==> src/rtl/dvp_gen_pkg.sv <==
`default_nettype none
// ============================================================================
//  Module   : dvp_gen_pkg
//  Brief    : Shared encodings for the DVP frame generator: FSM states,
//             pattern mode codes, chroma constant and LFSR parameters.
//  Revision : 1.0 - initial release
// ============================================================================
package dvp_gen_pkg;

  typedef enum logic [2:0] {
    ST_IDLE = 3'd0,
    ST_VS   = 3'd1,
    ST_VBP  = 3'd2,
    ST_ACT  = 3'd3,
    ST_HBL  = 3'd4,
    ST_VFP  = 3'd5
  } state_e;

  localparam logic [1:0] MODE_RAMP  = 2'd0;
  localparam logic [1:0] MODE_CONST = 2'd1;
  localparam logic [1:0] MODE_CHECK = 2'd2;
  localparam logic [1:0] MODE_LFSR  = 2'd3;

  // Byte carried in the odd (UV) slot when two bytes per pixel are sent
  localparam logic [7:0] CHROMA = 8'h80;

  // Galois LFSR, taps 16,14,13,11 (right-shifting form)
  localparam logic [15:0] LFSR_SEED = 16'hACE1;
  localparam logic [15:0] LFSR_TAPS = 16'hB400;

  function automatic logic [15:0] lfsr_step(input logic [15:0] s);
    return s[0] ? ((s >> 1) ^ LFSR_TAPS) : (s >> 1);
  endfunction

endpackage
`default_nettype wire

==> src/rtl/dvp_pclk_div.sv <==
`default_nettype none
// ============================================================================
//  Module   : dvp_pclk_div
//  Brief    : Divides clk into a 50% duty pclk (CLK_DIV clk per half period)
//             and flags the clk cycle whose edge takes pclk from 1 to 0.
//  Revision : 1.0 - initial release
// ============================================================================
module dvp_pclk_div #(
  parameter int CLK_DIV = 2
) (
  input  logic clk,
  input  logic rst_hw,
  output logic pclk,
  output logic fall_tick
);

  localparam int CNT_W = (CLK_DIV > 1) ? $clog2(CLK_DIV) : 1;

  logic [CNT_W-1:0] cnt_q, cnt_d;
  logic             pclk_q, pclk_d;
  logic             wrap;

  // Half-period counter; pclk toggles when the counter wraps
  always_comb begin
    wrap   = (cnt_q == CNT_W'(CLK_DIV - 1));
    cnt_d  = wrap ? '0 : cnt_q + CNT_W'(1);
    pclk_d = wrap ? ~pclk_q : pclk_q;
  end

  // Divider state register
  always_ff @(posedge clk) begin
    if (rst_hw) begin
      cnt_q  <= '0;
      pclk_q <= 1'b0;
    end else begin
      cnt_q  <= cnt_d;
      pclk_q <= pclk_d;
    end
  end

  // Strobe is high in the cycle whose closing edge drops pclk
  assign fall_tick = wrap & pclk_q;
  assign pclk      = pclk_q;

endmodule
`default_nettype wire

==> src/rtl/dvp_frame_gen.sv <==
`default_nettype none
// ============================================================================
//  Module   : dvp_frame_gen
//  Brief    : OV7670-style DVP source (pclk/href/vsync/pixel) with a run-time
//             selectable test pattern, used in place of the camera pins.
//  Config   : define DVP_GEN_LFSR_EN to make mode 3 an LFSR pattern;
//             otherwise mode 3 produces the ramp.
//  Revision : 1.0 - initial release
// ============================================================================
module dvp_frame_gen
  import dvp_gen_pkg::*;
#(
  parameter int H_ACTIVE    = 10,
  parameter int V_ACTIVE    = 4,
  parameter int H_BLANK     = 1,
  parameter int VSYNC_LINES = 1,
  parameter int V_BACK      = 1,
  parameter int V_FRONT     = 1,
  parameter int BPP         = 2,
  parameter int CLK_DIV     = 2
) (
  input  logic       clk,
  input  logic       rst_hw,
  input  logic       enable,
  input  logic [1:0] mode,
  input  logic [7:0] const_val,
  output logic       pclk,
  output logic       href,
  output logic       vsync,
  output logic [7:0] pixel,
  output logic       frame_done,
  output logic       busy
);

  localparam int ACT_LEN  = H_ACTIVE * BPP;
  localparam int LINE_LEN = ACT_LEN + H_BLANK;
  localparam int VMAX     = (VSYNC_LINES > V_BACK)
                          ? ((VSYNC_LINES > V_FRONT) ? VSYNC_LINES : V_FRONT)
                          : ((V_BACK > V_FRONT) ? V_BACK : V_FRONT);
  localparam int HW = $clog2(LINE_LEN + 1);
  localparam int CW = $clog2(ACT_LEN + 1);
  localparam int RW = $clog2(V_ACTIVE + 1);
  localparam int VW = $clog2(VMAX + 1);

  logic fall_tick;

  dvp_pclk_div #(
    .CLK_DIV (CLK_DIV)
  ) u_pclk_div (
    .clk       (clk),
    .rst_hw    (rst_hw),
    .pclk      (pclk),
    .fall_tick (fall_tick)
  );

  state_e          state_q, state_d;
  logic [HW-1:0]   hcnt_q, hcnt_d;     // pclk period index within the line
  logic [VW-1:0]   vcnt_q, vcnt_d;     // line index within VS/VBP/VFP
  logic [RW-1:0]   row_q, row_d;
  logic [CW-1:0]   col_q, col_d;
  logic            phase_q, phase_d;   // 1 while presenting the chroma byte
  logic [1:0]      mode_q, mode_d;
  logic [7:0]      cval_q, cval_d;
  logic            href_q, href_d;
  logic            vsync_q, vsync_d;
  logic [7:0]      pixel_q, pixel_d;
  logic            frame_done_q, frame_done_d;
  logic            frame_start;
  logic            line_end;
  logic [7:0]      y_val;

`ifdef DVP_GEN_LFSR_EN
  logic [15:0]     lfsr_q, lfsr_d;
`endif

  // Frame/line sequencing; everything advances only on the pclk falling edge
  always_comb begin
    state_d      = state_q;
    hcnt_d       = hcnt_q;
    vcnt_d       = vcnt_q;
    row_d        = row_q;
    col_d        = col_q;
    phase_d      = phase_q;
    mode_d       = mode_q;
    cval_d       = cval_q;
    href_d       = href_q;
    vsync_d      = vsync_q;
    frame_done_d = 1'b0;
    frame_start  = 1'b0;
    line_end     = (hcnt_q == HW'(LINE_LEN - 1));

    if (fall_tick) begin
      if (state_q != ST_IDLE) begin
        hcnt_d = line_end ? '0 : hcnt_q + HW'(1);
      end
      case (state_q)
        ST_IDLE: begin
          if (enable) frame_start = 1'b1;
        end
        ST_VS: begin
          if (line_end) begin
            if (vcnt_q == VW'(VSYNC_LINES - 1)) begin
              state_d = ST_VBP;
              vcnt_d  = '0;
              vsync_d = 1'b0;
            end else begin
              vcnt_d = vcnt_q + VW'(1);
            end
          end
        end
        ST_VBP: begin
          if (line_end) begin
            if (vcnt_q == VW'(V_BACK - 1)) begin
              state_d = ST_ACT;
              row_d   = '0;
              col_d   = '0;
              phase_d = 1'b0;
              href_d  = 1'b1;
            end else begin
              vcnt_d = vcnt_q + VW'(1);
            end
          end
        end
        ST_ACT: begin
          if (hcnt_q == HW'(ACT_LEN - 1)) begin
            state_d = ST_HBL;
            href_d  = 1'b0;
          end else if ((BPP == 2) && !phase_q) begin
            phase_d = 1'b1;
          end else begin
            phase_d = 1'b0;
            col_d   = col_q + CW'(1);
          end
        end
        ST_HBL: begin
          if (line_end) begin
            if (row_q == RW'(V_ACTIVE - 1)) begin
              state_d = ST_VFP;
              vcnt_d  = '0;
            end else begin
              state_d = ST_ACT;
              row_d   = row_q + RW'(1);
              col_d   = '0;
              phase_d = 1'b0;
              href_d  = 1'b1;
            end
          end
        end
        ST_VFP: begin
          if (line_end) begin
            if (vcnt_q == VW'(V_FRONT - 1)) begin
              frame_done_d = 1'b1;
              if (enable) frame_start = 1'b1;
              else        state_d     = ST_IDLE;
            end else begin
              vcnt_d = vcnt_q + VW'(1);
            end
          end
        end
        default: state_d = ST_IDLE;
      endcase

      // Pattern controls are latched once per frame
      if (frame_start) begin
        state_d = ST_VS;
        vcnt_d  = '0;
        hcnt_d  = '0;
        vsync_d = 1'b1;
        mode_d  = mode;
        cval_d  = const_val;
      end
    end
  end

  // Luma value for the byte being launched (uses the next row/col)
  always_comb begin
    y_val = 8'(32'(row_d) * 32'(H_ACTIVE) + 32'(col_d));
    case (mode_q)
      MODE_CONST: y_val = cval_q;
      MODE_CHECK: y_val = (((32'(row_d) ^ 32'(col_d)) & 32'd8) != 32'd0) ? 8'hFF : 8'h00;
`ifdef DVP_GEN_LFSR_EN
      MODE_LFSR:  y_val = lfsr_q[7:0];
`endif
      default: ;
    endcase
  end

  // Output byte: Y or chroma inside the href window, zero outside it
  always_comb begin
    pixel_d = pixel_q;
    if (fall_tick) begin
      if (href_d) pixel_d = phase_d ? CHROMA : y_val;
      else        pixel_d = 8'h00;
    end
  end

`ifdef DVP_GEN_LFSR_EN
  // LFSR restarts every frame and advances once per Y byte emitted
  always_comb begin
    lfsr_d = lfsr_q;
    if (frame_start)                           lfsr_d = LFSR_SEED;
    else if (fall_tick && href_d && !phase_d)  lfsr_d = lfsr_step(lfsr_q);
  end

  // LFSR register
  always_ff @(posedge clk) begin
    if (rst_hw) lfsr_q <= LFSR_SEED;
    else        lfsr_q <= lfsr_d;
  end
`endif

  // State and output registers
  always_ff @(posedge clk) begin
    if (rst_hw) begin
      state_q      <= ST_IDLE;
      hcnt_q       <= '0;
      vcnt_q       <= '0;
      row_q        <= '0;
      col_q        <= '0;
      phase_q      <= 1'b0;
      mode_q       <= MODE_RAMP;
      cval_q       <= 8'h00;
      href_q       <= 1'b0;
      vsync_q      <= 1'b0;
      pixel_q      <= 8'h00;
      frame_done_q <= 1'b0;
    end else begin
      state_q      <= state_d;
      hcnt_q       <= hcnt_d;
      vcnt_q       <= vcnt_d;
      row_q        <= row_d;
      col_q        <= col_d;
      phase_q      <= phase_d;
      mode_q       <= mode_d;
      cval_q       <= cval_d;
      href_q       <= href_d;
      vsync_q      <= vsync_d;
      pixel_q      <= pixel_d;
      frame_done_q <= frame_done_d;
    end
  end

  assign href       = href_q;
  assign vsync      = vsync_q;
  assign pixel      = pixel_q;
  assign frame_done = frame_done_q;
  assign busy       = (state_q != ST_IDLE);

endmodule
`default_nettype wire

==> config.mk <==
export PLATFORM = sky130hd
export DESIGN_NAME = dvp_frame_gen
export DESIGN_NICKNAME = d
export VERILOG_FILES = /design/src/rtl/dvp_gen_pkg.sv /design/src/rtl/dvp_pclk_div.sv /design/src/rtl/dvp_frame_gen.sv
export SDC_FILE = /design/constraint.sdc
export NUM_CORES = 1
export LEC_CHECK = 0
export CAP_MARGIN = 15
export CORE_UTILIZATION = 30
export CTS_BUF_LIST = sky130_fd_sc_hd__clkbuf_16
export DETAILED_ROUTE_END_ITERATION = 10
export GPL_TIMING_DRIVEN = 0
export PLACE_DENSITY = 0.5
export SLEW_MARGIN = 5
export SYNTH_ARGS = -nofsm -noshare
export SYNTH_HDL_FRONTEND = slang
export SYNTH_SLANG_ARGS = --single-unit
==> constraint.sdc <==
create_clock -name clk -period 5.1 [get_ports clk]
set_clock_uncertainty 0.15 [all_clocks]
set_input_delay 0.765 -clock clk [delete_from_list [all_inputs] [get_ports clk]]
set_output_delay 0.765 -clock clk [all_outputs]
set_load 0.1 [all_outputs]
[Yosys cells after proc, flatten, opt, wreduce, memory -nomap -nowiden]
Cells that the tools add are included.
Operators by class
  add/subtract/negate cells: 6
  multiply operators: 1
  div/mod/pow operators: 0
  magnitude comparators: 0
  equality and inequality tests: 23
  shift-type cells: 0
  mux-type cells: 64
  bitwise operators: 6
  reductions and logical operators: 14
Operators by type and width (count)
  5-bit two-way mux: 10
  3-bit two-way mux: 16
  3-bit != test, second input constant: 10
  1-bit two-way mux: 27
  8-bit two-way mux: 3
  3-bit one-hot mux with 6 select lines: 1
  8-bit one-hot mux with 2 select lines: 1
  5-bit one-hot mux with 3 select lines: 1
  11-bit AND reduction: 1
  5-bit by 1-bit adder with 5-bit output, second input constant: 2
  5-bit == test, second input constant: 2
  3-bit by 2-bit == test with 1-bit output, second input constant: 3
  7-bit by 5-bit adder with 8-bit output: 1
  3-bit == test, second input constant: 2
  3-bit by 3-bit multiplier with 6-bit output, second input constant: 1
  1-bit one-hot mux with 3 select lines: 2
  3-bit one-hot mux with 2 select lines: 1
  2-bit nonzero test: 3
  3-bit nonzero test: 2
  5-bit AND reduction: 1
  1-bit inverter: 4
  1-bit one-hot mux with 2 select lines: 2
  2-bit AND reduction: 2
  4-bit AND reduction: 1
  other kinds (14): 15
Storage, ports and cells
  register bits after elaboration: 41
  latch bits: 0
  memory bits (writable): 0
  bits in read-only memories: 0
  bits of input ports: 13
  output and inout bits: 13
  memories kept: 0

[Longest topological paths before layout]
Gate-level depths: netlist of run 1.
  depth in word-level cells: 10
  gate-level depth with buffers: 14

[By module]
A second synthesis of run 1 with hierarchy kept.
Second synthesis, totals
  cells, all modules: 292
  area total of the unflattened synthesis: 2319.7 um^2
Modules (own cells, without submodules)
  dvp_frame_gen: times used 1, cells an instance 286, area an instance 2255.9 um^2, seq. area each 760.7 um^2
  dvp_pclk_div: times used 1, cells an instance 6, area an instance 63.8 um^2, seq. area each 40.0 um^2

[Worst setup path after synthesis of run 1]
OpenSTA, ideal clock, no wires.
  kind: register to register
  from: register u_pclk_div.pclk_q, in the netlist u_pclk_div.pclk
  to: register pixel_q[5], in the netlist pixel[5]
  arrival: 3592 ps
  required time: 4831 ps
  path slack: 1239 ps
  cell stages (with the launch flop): 13
  cell sequence: dfxtp_1 nand2_2 or3_1 nor4_1 a21oi_1 o21ai_1 ha_1 ha_1 a21o_1 a21oi_1 xor2_1 nand2_1 a32o_1
On the way
  longest elaborated chain between the ends: 7
  elaborated cells on any way between the ends: 12
  classes of those cells: add/sub (1); mul (1); mux (8); bitwise (2)
Ends and longest elaborated chain
  from (decl): line dvp_pclk_div.sv:20  | logic pclk_q, pclk_d;
  from (signal assigned): line dvp_pclk_div.sv:37  | pclk_q <= pclk_d;
  1-bit AND: line dvp_pclk_div.sv:42  | assign fall_tick = wrap & pclk_q;
  3-bit two-way mux: line dvp_frame_gen.sv:92  | if (fall_tick) begin
  named net row_d[0]: line dvp_frame_gen.sv:59  | logic [RW-1:0] row_q, row_d;
  3-bit by 3-bit multiplier with 6-bit output: line dvp_frame_gen.sv:177  | y_val = 8'(32'(row_d) * 32'(H_ACTIVE) + 32'(col_d));
  7-bit by 5-bit adder with 8-bit output: line dvp_frame_gen.sv:177
  8-bit one-hot mux with 2 select lines: line dvp_frame_gen.sv:178  | case (mode_q)
  8-bit two-way mux (2 in a row): line dvp_frame_gen.sv:192  | if (href_d) pixel_d = phase_d ? CHROMA : y_val;
  to (signal assigned): line dvp_frame_gen.sv:238  | pixel_q <= pixel_d;
  to (decl): line dvp_frame_gen.sv:66  | logic [7:0] pixel_q, pixel_d;
The timed path passes the listed nets, and every way through them passes these cells.
A chain may end at the register's enable or synchronous reset.

[Worst setup path after layout of run 1]
  from: register hcnt_q[0]
  to: register pixel_q[5], in the netlist pixel[5]
On the way
  longest elaborated chain between the ends: 9
  elaborated cells on any way between the ends: 28
  classes of those cells: add/sub (1); mul (1); eq/ne (2); mux (23); bitwise (1)
Ends and longest elaborated chain
  from (decl): line dvp_frame_gen.sv:57  | logic [HW-1:0] hcnt_q, hcnt_d;
  from (signal assigned): line dvp_frame_gen.sv:229  | hcnt_q <= hcnt_d;
  5-bit == test (*): line dvp_frame_gen.sv:90  | line_end = (hcnt_q == HW'(LINE_LEN - 1));
  3-bit two-way mux (on tied branches): line dvp_frame_gen.sv:136, dvp_frame_gen.sv:112
  3-bit one-hot mux with 2 select lines (*): line dvp_frame_gen.sv:96  | case (state_q)
  3-bit two-way mux (*): line dvp_frame_gen.sv:92
  named net row_d[0]: line dvp_frame_gen.sv:59
  3-bit by 3-bit multiplier with 6-bit output (*): line dvp_frame_gen.sv:177
  7-bit by 5-bit adder with 8-bit output (*): line dvp_frame_gen.sv:177
  8-bit one-hot mux with 2 select lines (*): line dvp_frame_gen.sv:178
  8-bit two-way mux (*) (2 in a row): line dvp_frame_gen.sv:192
Mark *: on every way through the listed nets, which the timed path passes. The rest lies on a longest branch.

==> summary.md, run 1 <==
| Metric | Value |
|---|---|
| Largest net degree at the start of global routing | `15` |
| Starting Density | `0.313` |
| Final-stage net count | `318` |
| Final setup violation count | `0` |
| Post-Synthesis Cells | `259` |
| CTS tree | `done` |
| Sequential element share of the synthesized area | `0.349` |
| Antenna diode count | `0` |
| # placed instances | `383` |
| Crit path cell chain | `inv_1 -> ha_1 -> nand4b_1 -> or3_1 -> nor4_1 -> a21oi_1 -> o21ai_1 -> ha_1 -> ha_1 -> a21o_1 -> a21oi_1 -> xor2_1 -> nand2_1 -> a32o_1` |
| Multi-input gate area | `1390 µm²` |
| Critical path peak fanout | `5` |
| Die W | `89.4 µm` |
| DRT Pass-1 Iters | `4` |
| Tcrit/Tclk final | `0.711` |
| Slew HR | `0.348` |
| Crit path DAT | `3650 ps` |
| Commonest non-fill, non-tap cell in the layout | `dfxtp_1` |
| Max Cap Viol | `0` |
| GRT Total Usage | `0.162` |
| Synth top area share | `0.349` |
| Cts hold-fix bufs | `0` |
| Most used cell along the critical path | `ha_1` |
| IO Count | `26` |
| Layout cells sized above 1 | `0.103` |
| Fmax | `276 MHz` |
| Clock Pin Slew Worst Setup and Hold Paths | `60 ps` |
| Critical path endpoint category | `register` |
| Core Region | `7330 µm²` |
| Clk_lat worst skew | `280 ps` |
| H-tree depth | `2` |
| Largest area contributor in the netlist | `dfxtp_1` |
| Status | `finished, final reports clean` |
| Number of port buffers | `25` |
| CTS resizes | `0` |
| CTS sink cnt | `40` |
| Die H | `89.4 µm` |
| Place WS | `1480 ps` |
| Min cycle time layout | `3630 ps` |
| Peak supply drop | `136 µV` |
| ANT nets after route | `0` |
| Post-synth EDFFs | `0` |
| Register area | `801 µm²` |
| Gpl congestion | `0.762` |
| DRC | `0` |
| RSZ-0062 raised after global routing | `no` |
| Initial antenna violation count | `0` |
| Ys Warns | `0` |
| Synth unique cells | `54` |
| Site Rows | `31` |
| Postcts setup bufs | `0` |
| Crit start category | `register` |
| Area growth, synth to finish | `23.8%` |
| Total Wirelength | `5650 µm` |
| CTS Buffer Depth | `2` |
| Post-DP HPWL | `4190 µm` |
| Pwr/cell area | `261 nW/µm²` |
| Hold Vio Cnt, Final | `0` |
| Mapped cell area | `2290 µm²` |
| Worst-Margin Slew | `974 ps` |
| Overflow after GRT | `0` |
| Synth Flop Type | `dfxtp_1` |
| Hold crit path type | `register to register` |
| Setup slack after layout | `1470 ps` |
| Average size of a mapped cell | `8.85 µm²` |
| Max-slew violation count | `0` |
| Seq cells post-synth | `40` |
| Vias per inst | `5.06` |
| DR vias | `1,980` |
| Ys async rst share | `0` |
| Hold slack | `321 ps` |
| Root Buffer | `clkbuf_16` |
| Finished Layout Cells | `391` |
| Most frequent cells in the layout | `40 x dfxtp_1, 25 x nor2_1, 25 x clkdlybuf4s50_1, 22 x a21oi_1, 18 x nand2_1` |
| Filler cells | `750` |
| Leak pwr | `0.00106 µW` |
| DRT iter0 DRCs | `126` |
| Mean routed wirelength per cell | `14.4 µm` |
| Top post-synthesis cells by area | `dfxtp_1 35%, ha_1 7.1%, mux2i_1 5.2%` |
| Vias in the first global route | `1,966` |
| Die area | `7990 µm²` |
| Buf+Inv Stages, Crit Path | `1` |
| Tot Pwr | `741 µW` |
| TNS Setup | `0 ps` |
| Critical Path RT | `5120 ps` |
| Worst setup path category | `register to register` |
| Syn_nets | `286` |
| Cts bufs inserted | `5` |
| First-pass GRT wire length | `9720 µm` |
| Slowest CP cell | `or3_1` |
| Max incr delay on CP | `450 ps` |
| Crit path max-delay family | `simple AND/OR/NAND/NOR gates` |
[final cells by class]
type                    instances  share of cell area
flip-flops and latches         40               0.282
clock buffers                   5              0.0441
well taps                      99              0.0437
clock inverters                 3              0.0163
repair buffers                 25              0.0882
plain buffers                  11              0.0220
multi-input cells             198               0.490
inverters                      10              0.0132
[metrics by stage]
stage               cell area [µm²]  utilization
floorplan                      2290            -
detailed placement             2670        0.364
finish                         2840        0.387
global placement               2670        0.364
CTS                            2840        0.387
global route                   2840        0.387
[where the power goes]
part           internal [µW]  switching (µW)  leakage (µW)  total [µW]
registers                316            3.43      0.000323         319
clock network            233             133     0.0000804         366
logic                   20.8            34.6      0.000659        55.4
[synth_stat cells, types with 3 or more instances]
master     n
dfxtp_1   40
nor2_1    25
a21oi_1   22
nand2_1   18
o21ai_0   15
ha_1      13
mux2i_1   12
nor2b_1   11
inv_1      8
o21ai_1    8
a32o_1     7
nand4_1    6
a21o_1     5
buf_2      5
xor2_1     5
clkbuf_1   4
nand3_1    3
or3_1      3
xnor2_1    3
[final timing paths]
check | from | to | slack, ps | depth (start not counted)
worst max-delay path | hcnt_q[0]$_SDFFE_PP0P_ | pixel[5]$_SDFFE_PP0P_ | 1470 | 14
worst min-delay path | pixel[3]$_SDFFE_PP0P_ | pixel[3]$_SDFFE_PP0P_ | 320 | 1
worst min register to register | pixel[3]$_SDFFE_PP0P_ | pixel[3]$_SDFFE_PP0P_ | 320 | 1
worst max register to register | hcnt_q[0]$_SDFFE_PP0P_ | pixel[5]$_SDFFE_PP0P_ | 1470 | 14
[per-layer routing]
metal / track usage / routed length (µm)
met1: 0.205 / 2760
met2: 0.277 / 2650
met3: 0.0425 / 180
met4: 0.0346 / 54
met5: 0 / 0
[state kept, by name, indices dropped and copies added, names as in the netlist, 2 cells and up]
register / cells
col_q: 5
mode_q: 2
pixel: 8
row_q: 3
cval_q: 8
state_q: 3
hcnt_q: 5
[cell families (layout without fill, tap and decap cells)]
group           count (synthesis)  count (layout)  synth area share
mux                            12              12            0.0524
flops                          40              40             0.349
buf+inv                        21              54            0.0437
compound gates                 76              76             0.232
xor+xnor                        8               8            0.0306
fa+ha+maj                      14              14            0.0797
simple gates                   88              88             0.212
Note: power is estimated with default switching activity, not from simulation.
==> run 2, diff against run 1 <==
==> constraint.sdc (replaced) <==
create_clock -name clk -period 3.8 [get_ports clk]
set_clock_uncertainty 0.15 [all_clocks]
set_input_delay 0.57 -clock clk [delete_from_list [all_inputs] [get_ports clk]]
set_output_delay 0.57 -clock clk [all_outputs]
set_load 0.1 [all_outputs]
==> summary.md, run 2 (synthesized netlist as in run 1, its figures left out) <==
| Metric | Value |
|---|---|
| Slowest CP cell | `or3_4` |
| Clock Pin Slew Worst Setup and Hold Paths | `60 ps` |
| CTS Buffer Depth | `2` |
| Fmax | `286 MHz` |
| Number of port buffers | `25` |
| Crit path DAT | `3530 ps` |
| H-tree depth | `2` |
| Crit path cell chain | `inv_1 -> ha_1 -> nand4b_1 -> or3_4 -> nor4_1 -> a21oi_1 -> o21ai_2 -> ha_1 -> ha_1 -> a21o_1 -> a21oi_2 -> xor2_1 -> nand2_1 -> a32o_1` |
| Antenna diode count | `0` |
| Mean routed wirelength per cell | `14.8 µm` |
| Finished Layout Cells | `392` |
| IO Count | `26` |
| Die area | `7990 µm²` |
| Layout cells sized above 1 | `0.119` |
| Critical Path RT | `3830 ps` |
| Starting Density | `0.313` |
| TNS Setup | `0 ps` |
| Cts hold-fix bufs | `0` |
| Leak pwr | `0.00107 µW` |
| Root Buffer | `clkbuf_16` |
| Die H | `89.4 µm` |
| Max incr delay on CP | `420 ps` |
| Critical path endpoint category | `register` |
| Overflow after GRT | `0` |
| Min cycle time layout | `3500 ps` |
| Register area | `802 µm²` |
| Post-DP HPWL | `4280 µm` |
| Final-stage net count | `319` |
| Vias per inst | `5.10` |
| Largest net degree at the start of global routing | `15` |
| Peak supply drop | `152 µV` |
| Filler cells | `767` |
| Reg2reg setup slack | `300 ps` |
| Final Core Density | `0.390` |
| Reg2Reg Capture Point | `pixel[5]$_SDFFE_PP0P_` |
| Cts bufs inserted | `5` |
| Status | `finished, final reports clean` |
| Initial antenna violation count | `0` |
| DRT iter0 DRCs | `81` |
| DRT Pass-1 Iters | `4` |
| Worst r2r src | `hcnt_q[0]$_SDFFE_PP0P_` |
| # placed instances | `383` |
| RSZ-0062 raised after global routing | `no` |
| Hold crit path type | `register to register` |
| Total Wirelength | `5800 µm` |
| Pwr/cell area | `350 nW/µm²` |
| Most used cell along the critical path | `ha_1` |
| CP Launch Point | `hcnt_q[0]$_SDFFE_PP0P_` |
| Core Region | `7330 µm²` |
| ANT nets after route | `0` |
| CTS sink cnt | `40` |
| Worst-Margin Slew | `987 ps` |
| Vias in the first global route | `1,968` |
| Max Cap Viol | `0` |
| Most frequent cells in the layout | `39 x dfxtp_1, 25 x nor2_1, 25 x clkdlybuf4s50_1, 21 x a21oi_1, 18 x nand2_1` |
| CTS tree | `done` |
| Slew HR | `0.340` |
| Commonest non-fill, non-tap cell in the layout | `dfxtp_1` |
| DR vias | `1,999` |
| Hold Vio Cnt, Final | `0` |
| Die W | `89.4 µm` |
| Max-slew violation count | `0` |
| Worst r2r path cells | `14` |
| Final setup violation count | `0` |
| Site Rows | `31` |
| GRT Total Usage | `0.162` |
| CP endpoint | `pixel[5]$_SDFFE_PP0P_` |
| Tcrit/Tclk final | `0.922` |
| Multi-input gate area | `1400 µm²` |
| Crit start category | `register` |
| First-pass GRT wire length | `9800 µm` |
| Clk_lat worst skew | `290 ps` |
| Gpl congestion | `0.776` |
| DRC | `0` |
| Critical path peak fanout | `5` |
| Area growth, synth to finish | `24.8%` |
| Worst setup path category | `register to register` |
-- run 2: changes by cell type in the layout (fill, tap and decap cells not counted) --
cell	before	now
or3_4	0	1
or3_1	3	2
a21oi_2	1	2
inv_6	1	0
dfxtp_2	0	1
clkinvlp_4	1	0
buf_4	0	1
clkinv_4	0	2
a21oi_1	22	21
o21ai_1	8	7
dfxtp_1	40	39
o21ai_2	2	3
-- run 2: worst min-delay path by stage --
| stage | endpoint | start | depth (start not counted) |
|---|---|---|---|
| after CTS | pixel[1]$_SDFFE_PP0P_ | pixel[1]$_SDFFE_PP0P_ | 2 |
| final | pixel[1]$_SDFFE_PP0P_ | pixel[1]$_SDFFE_PP0P_ | 2 |
| after global placement | u_pclk_div.cnt_q$_SDFF_PP0_ | u_pclk_div.cnt_q$_SDFF_PP0_ | 1 |
| after detailed placement | pixel[1]$_SDFFE_PP0P_ | pixel[1]$_SDFFE_PP0P_ | 2 |
| after floorplan | u_pclk_div.cnt_q$_SDFF_PP0_ | u_pclk_div.cnt_q$_SDFF_PP0_ | 1 |
| after global routing | pixel[3]$_SDFFE_PP0P_ | pixel[3]$_SDFFE_PP0P_ | 1 |
-- run 2: report_power, final --
part	leakage (µW)	total [µW]	internal [µW]	switching [µW]
Sequential	0.000323	429	424	4.69
Clock	0.0000840	497	312	185
Combinational	0.000667	74.3	27.9	46.4
Total	0.00107	1000	764	236
-- run 2: per-stage QoR --
step	hold WS [ps]	total power, µW	worst slack [ps]	cell area, µm²
after CTS	327	1010	105	2840
after global placement	308	513	122	2670
after floorplan	293	485	336	2290
after detailed placement	308	513	133	2670
final	319	1000	298	2860
after global routing	341	1040	43.5	2860
-- run 2: cell type report --
cell class	count	area share
buffer	11	0.0219
clock buffer	5	0.0437
clock inverter	3	0.0166
inverter	10	0.0131
multi-input combinational	198	0.491
sequential	40	0.280
tap	99	0.0433
timing repair buffer	26	0.0901
-- run 2: metal layers --
| metal | global-route usage | part of all wire | vias to the layer above |
|---|---|---|---|
| met5 | 0 | 0 | - |
| met4 | 0.0563 | 0.013 | 0 |
| li1 | - | - | 1011 |
| met3 | 0.0277 | 0.027 | 7 |
| met2 | 0.276 | 0.47 | 32 |
| met1 | 0.207 | 0.49 | 949 |
-- run 2: repair_timing --
item	in CTS	in global routing
gates resized for setup	0	3
buffers inserted	0	1
setup endpoints to repair	0	3
-- run 2: worst max-delay path, delay by kind of cell, from the launching register on --
| family | cells | cell delay (ps) |
|---|---|---|
| AOI/OAI and AO/OA | 5 | 920 |
| buffers and inverters | 1 | 70 |
| adders and majority gates | 3 | 760 |
| DFF | 1 | 360 |
| xor gates and xnor gates | 1 | 160 |
| and+or+nand+nor | 4 | 970 |
==> run 3, diff against run 2 <==
--- a/config.mk
+++ b/config.mk
@@ -6,11 +6,13 @@
 export NUM_CORES = 1
 export LEC_CHECK = 0
 export CAP_MARGIN = 15
+export CELL_PAD_IN_SITES_DETAIL_PLACEMENT = 1
+export CELL_PAD_IN_SITES_GLOBAL_PLACEMENT = 2
 export CORE_UTILIZATION = 30
 export CTS_BUF_LIST = sky130_fd_sc_hd__clkbuf_16
 export DETAILED_ROUTE_END_ITERATION = 10
 export GPL_TIMING_DRIVEN = 0
-export PLACE_DENSITY = 0.5
+export PLACE_DENSITY = 0.73
 export SLEW_MARGIN = 5
 export SYNTH_ARGS = -nofsm -noshare
 export SYNTH_HDL_FRONTEND = slang
==> summary.md, run 3 (synthesized netlist as in run 1, its figures left out) <==
| Metric | Value |
|---|---|
| Critical path endpoint category | `register` |
| Core Region | `7330 µm²` |
| Finished Layout Cells | `391` |
| Status | `finished, final reports clean` |
| H-tree depth | `2` |
| DRC | `0` |
| Reg2reg setup slack | `210 ps` |
| IO Count | `26` |
| Die H | `89.4 µm` |
| Antenna diode count | `0` |
| First-pass GRT wire length | `10,500 µm` |
| Worst setup path category | `register to register` |
| Mean routed wirelength per cell | `16.1 µm` |
| Crit path cell chain | `inv_1 -> ha_1 -> nand4b_1 -> or3_4 -> nor4_1 -> a21oi_1 -> o21ai_2 -> ha_1 -> ha_1 -> a21o_1 -> a21oi_1 -> xor2_1 -> nand2_1 -> a32o_1` |
| Number of port buffers | `25` |
| Die W | `89.4 µm` |
| Worst-Margin Slew | `978 ps` |
| Commonest non-fill, non-tap cell in the layout | `dfxtp_1` |
| Hold Vio Cnt, Final | `0` |
| Max-slew violation count | `0` |
| Crit start category | `register` |
| Max Cap Viol | `0` |
| Fmax | `278 MHz` |
| Worst Min Path Start | `pixel[2]$_SDFFE_PP0P_` |
| Slew HR | `0.346` |
| Reg2Reg Capture Point | `pixel[5]$_SDFFE_PP0P_` |
| Root Buffer | `clkbuf_16` |
| Hold path cells | `2` |
| Critical path peak fanout | `5` |
| Overflow after GRT | `0` |
| Clk_lat worst skew | `280 ps` |
| # placed instances | `383` |
| Worst r2r path cells | `14` |
| GRT Total Usage | `0.179` |
| TNS Setup | `0 ps` |
| CTS tree | `done` |
| Most used cell along the critical path | `ha_1` |
| Layout cells sized above 1 | `0.113` |
| Final-stage net count | `319` |
| Final setup violation count | `0` |
| Crit path DAT | `3620 ps` |
| Min cycle time layout | `3590 ps` |
| Clock Pin Slew Worst Setup and Hold Paths | `60 ps` |
| Largest net degree at the start of global routing | `13` |
| Peak supply drop | `145 µV` |
| Site Rows | `31` |
| Hold crit path type | `register to register` |
| DRT Pass-1 Iters | `4` |
| Filler cells | `847` |
| CTS sink cnt | `40` |
| Vias per inst | `5.12` |
| Pwr/cell area | `364 nW/µm²` |
| Cts bufs inserted | `5` |
| Worst r2r src | `hcnt_q[0]$_SDFFE_PP0P_` |
| Most frequent cells in the layout | `39 x dfxtp_1, 25 x nor2_1, 25 x clkdlybuf4s50_1, 22 x a21oi_1, 18 x nand2_1` |
| CTS Buffer Depth | `2` |
| Slowest CP cell | `or3_4` |
| DRT iter0 DRCs | `60` |
| Gpl congestion | `0.748` |
| Finished layout cell area | `2870 µm²` |
| Die area | `7990 µm²` |
| Max incr delay on CP | `430 ps` |
| ANT nets after route | `0` |
| Total Wirelength | `6300 µm` |
| Leak pwr | `0.00108 µW` |
| Vias in the first global route | `2,100` |
| Starting Density | `0.313` |
| Worst hold endpoint | `pixel[2]$_SDFFE_PP0P_` |
| Post-DP HPWL | `4670 µm` |
| Tcrit/Tclk final | `0.946` |
| Initial antenna violation count | `0` |
| DR vias | `2,001` |
| Hold slack | `307 ps` |
| Area growth, synth to finish | `25.2%` |
| Area post-placement | `2670 µm²` |
| Critical Path RT | `3830 ps` |
## run 3: cell type report
| type | instances | area, µm² | area share |
|---|---|---|---|
| Clock buffer | 5 | 125 | 0.0436 |
| Sequential cell | 40 | 802 | 0.280 |
| Inverter | 10 | 37.5 | 0.0131 |
| Clock inverter | 2 | 60.1 | 0.0209 |
| Timing Repair Buffer | 26 | 258 | 0.0898 |
| Multi-Input combinational cell | 198 | 1400 | 0.488 |
| Buffer | 11 | 62.6 | 0.0218 |
| Tap cell | 99 | 124 | 0.0432 |
## run 3: what timing repair did
item | CTS | global route
hold buffers | 0 | 0
gates resized for setup | 0 | 2
setup buffers | 0 | 1
endpoints found under the hold margin | 0 | 0
endpoints found under the setup margin | 0 | 3
## run 3: worst max path at each step
stage,endpoint,cells past startpoint,slack (ps),start
after floorplan,pixel[5]$_SDFFE_PP0P_,12,340,u_pclk_div.pclk$_SDFFE_PP0P_
after global placement,pixel[5]$_SDFFE_PP0P_,14,110,hcnt_q[0]$_SDFFE_PP0P_
after detailed placement,pixel[5]$_SDFFE_PP0P_,14,50,hcnt_q[0]$_SDFFE_PP0P_
after CTS,pixel[5]$_SDFFE_PP0P_,14,10,hcnt_q[0]$_SDFFE_PP0P_
after global routing,pixel[5]$_SDFFE_PP0P_,14,-0.9,hcnt_q[0]$_SDFFE_PP0P_
final,pixel[5]$_SDFFE_PP0P_,14,210,hcnt_q[0]$_SDFFE_PP0P_
## run 3: power by group
| part | leakage (µW) | switching, µW | internal [µW] |
|---|---|---|---|
| logic | 0.000667 | 47.2 | 28.0 |
| clock network | 0.0000899 | 167 | 372 |
| registers | 0.000323 | 4.86 | 425 |
## run 3: stage by stage
step / worst slack [ps] / util / total power [µW]
2_1_floorplan: 336 / - / 485
3_3_place_gp: 115 / 0.364 / 514
3_5_place_dp: 49.4 / 0.364 / 514
4_1_cts: 14.6 / 0.389 / 1060
5_1_grt: -0.944 / 0.391 / 1090
6_report: 206 / 0.391 / 1040
## run 3: critical path, delay by kind of cell (launching register included)
family,cells,cell delay [ps]
AO/OA/AOI/OAI,5,980
buffers and inverters,1,70
AND/OR/NAND/NOR,4,1000
flip-flops,1,350
adder cells (fa/ha/maj),3,780
XOR/XNOR,1,170
## run 3: layer usage
metal,global-route usage,vias up,share of wire
li1,-,1017,-
met1,0.217,953,0.49
met2,0.320,26,0.48
met3,0.0462,5,0.019
met4,0.0390,0,0.0090
met5,0,-,0
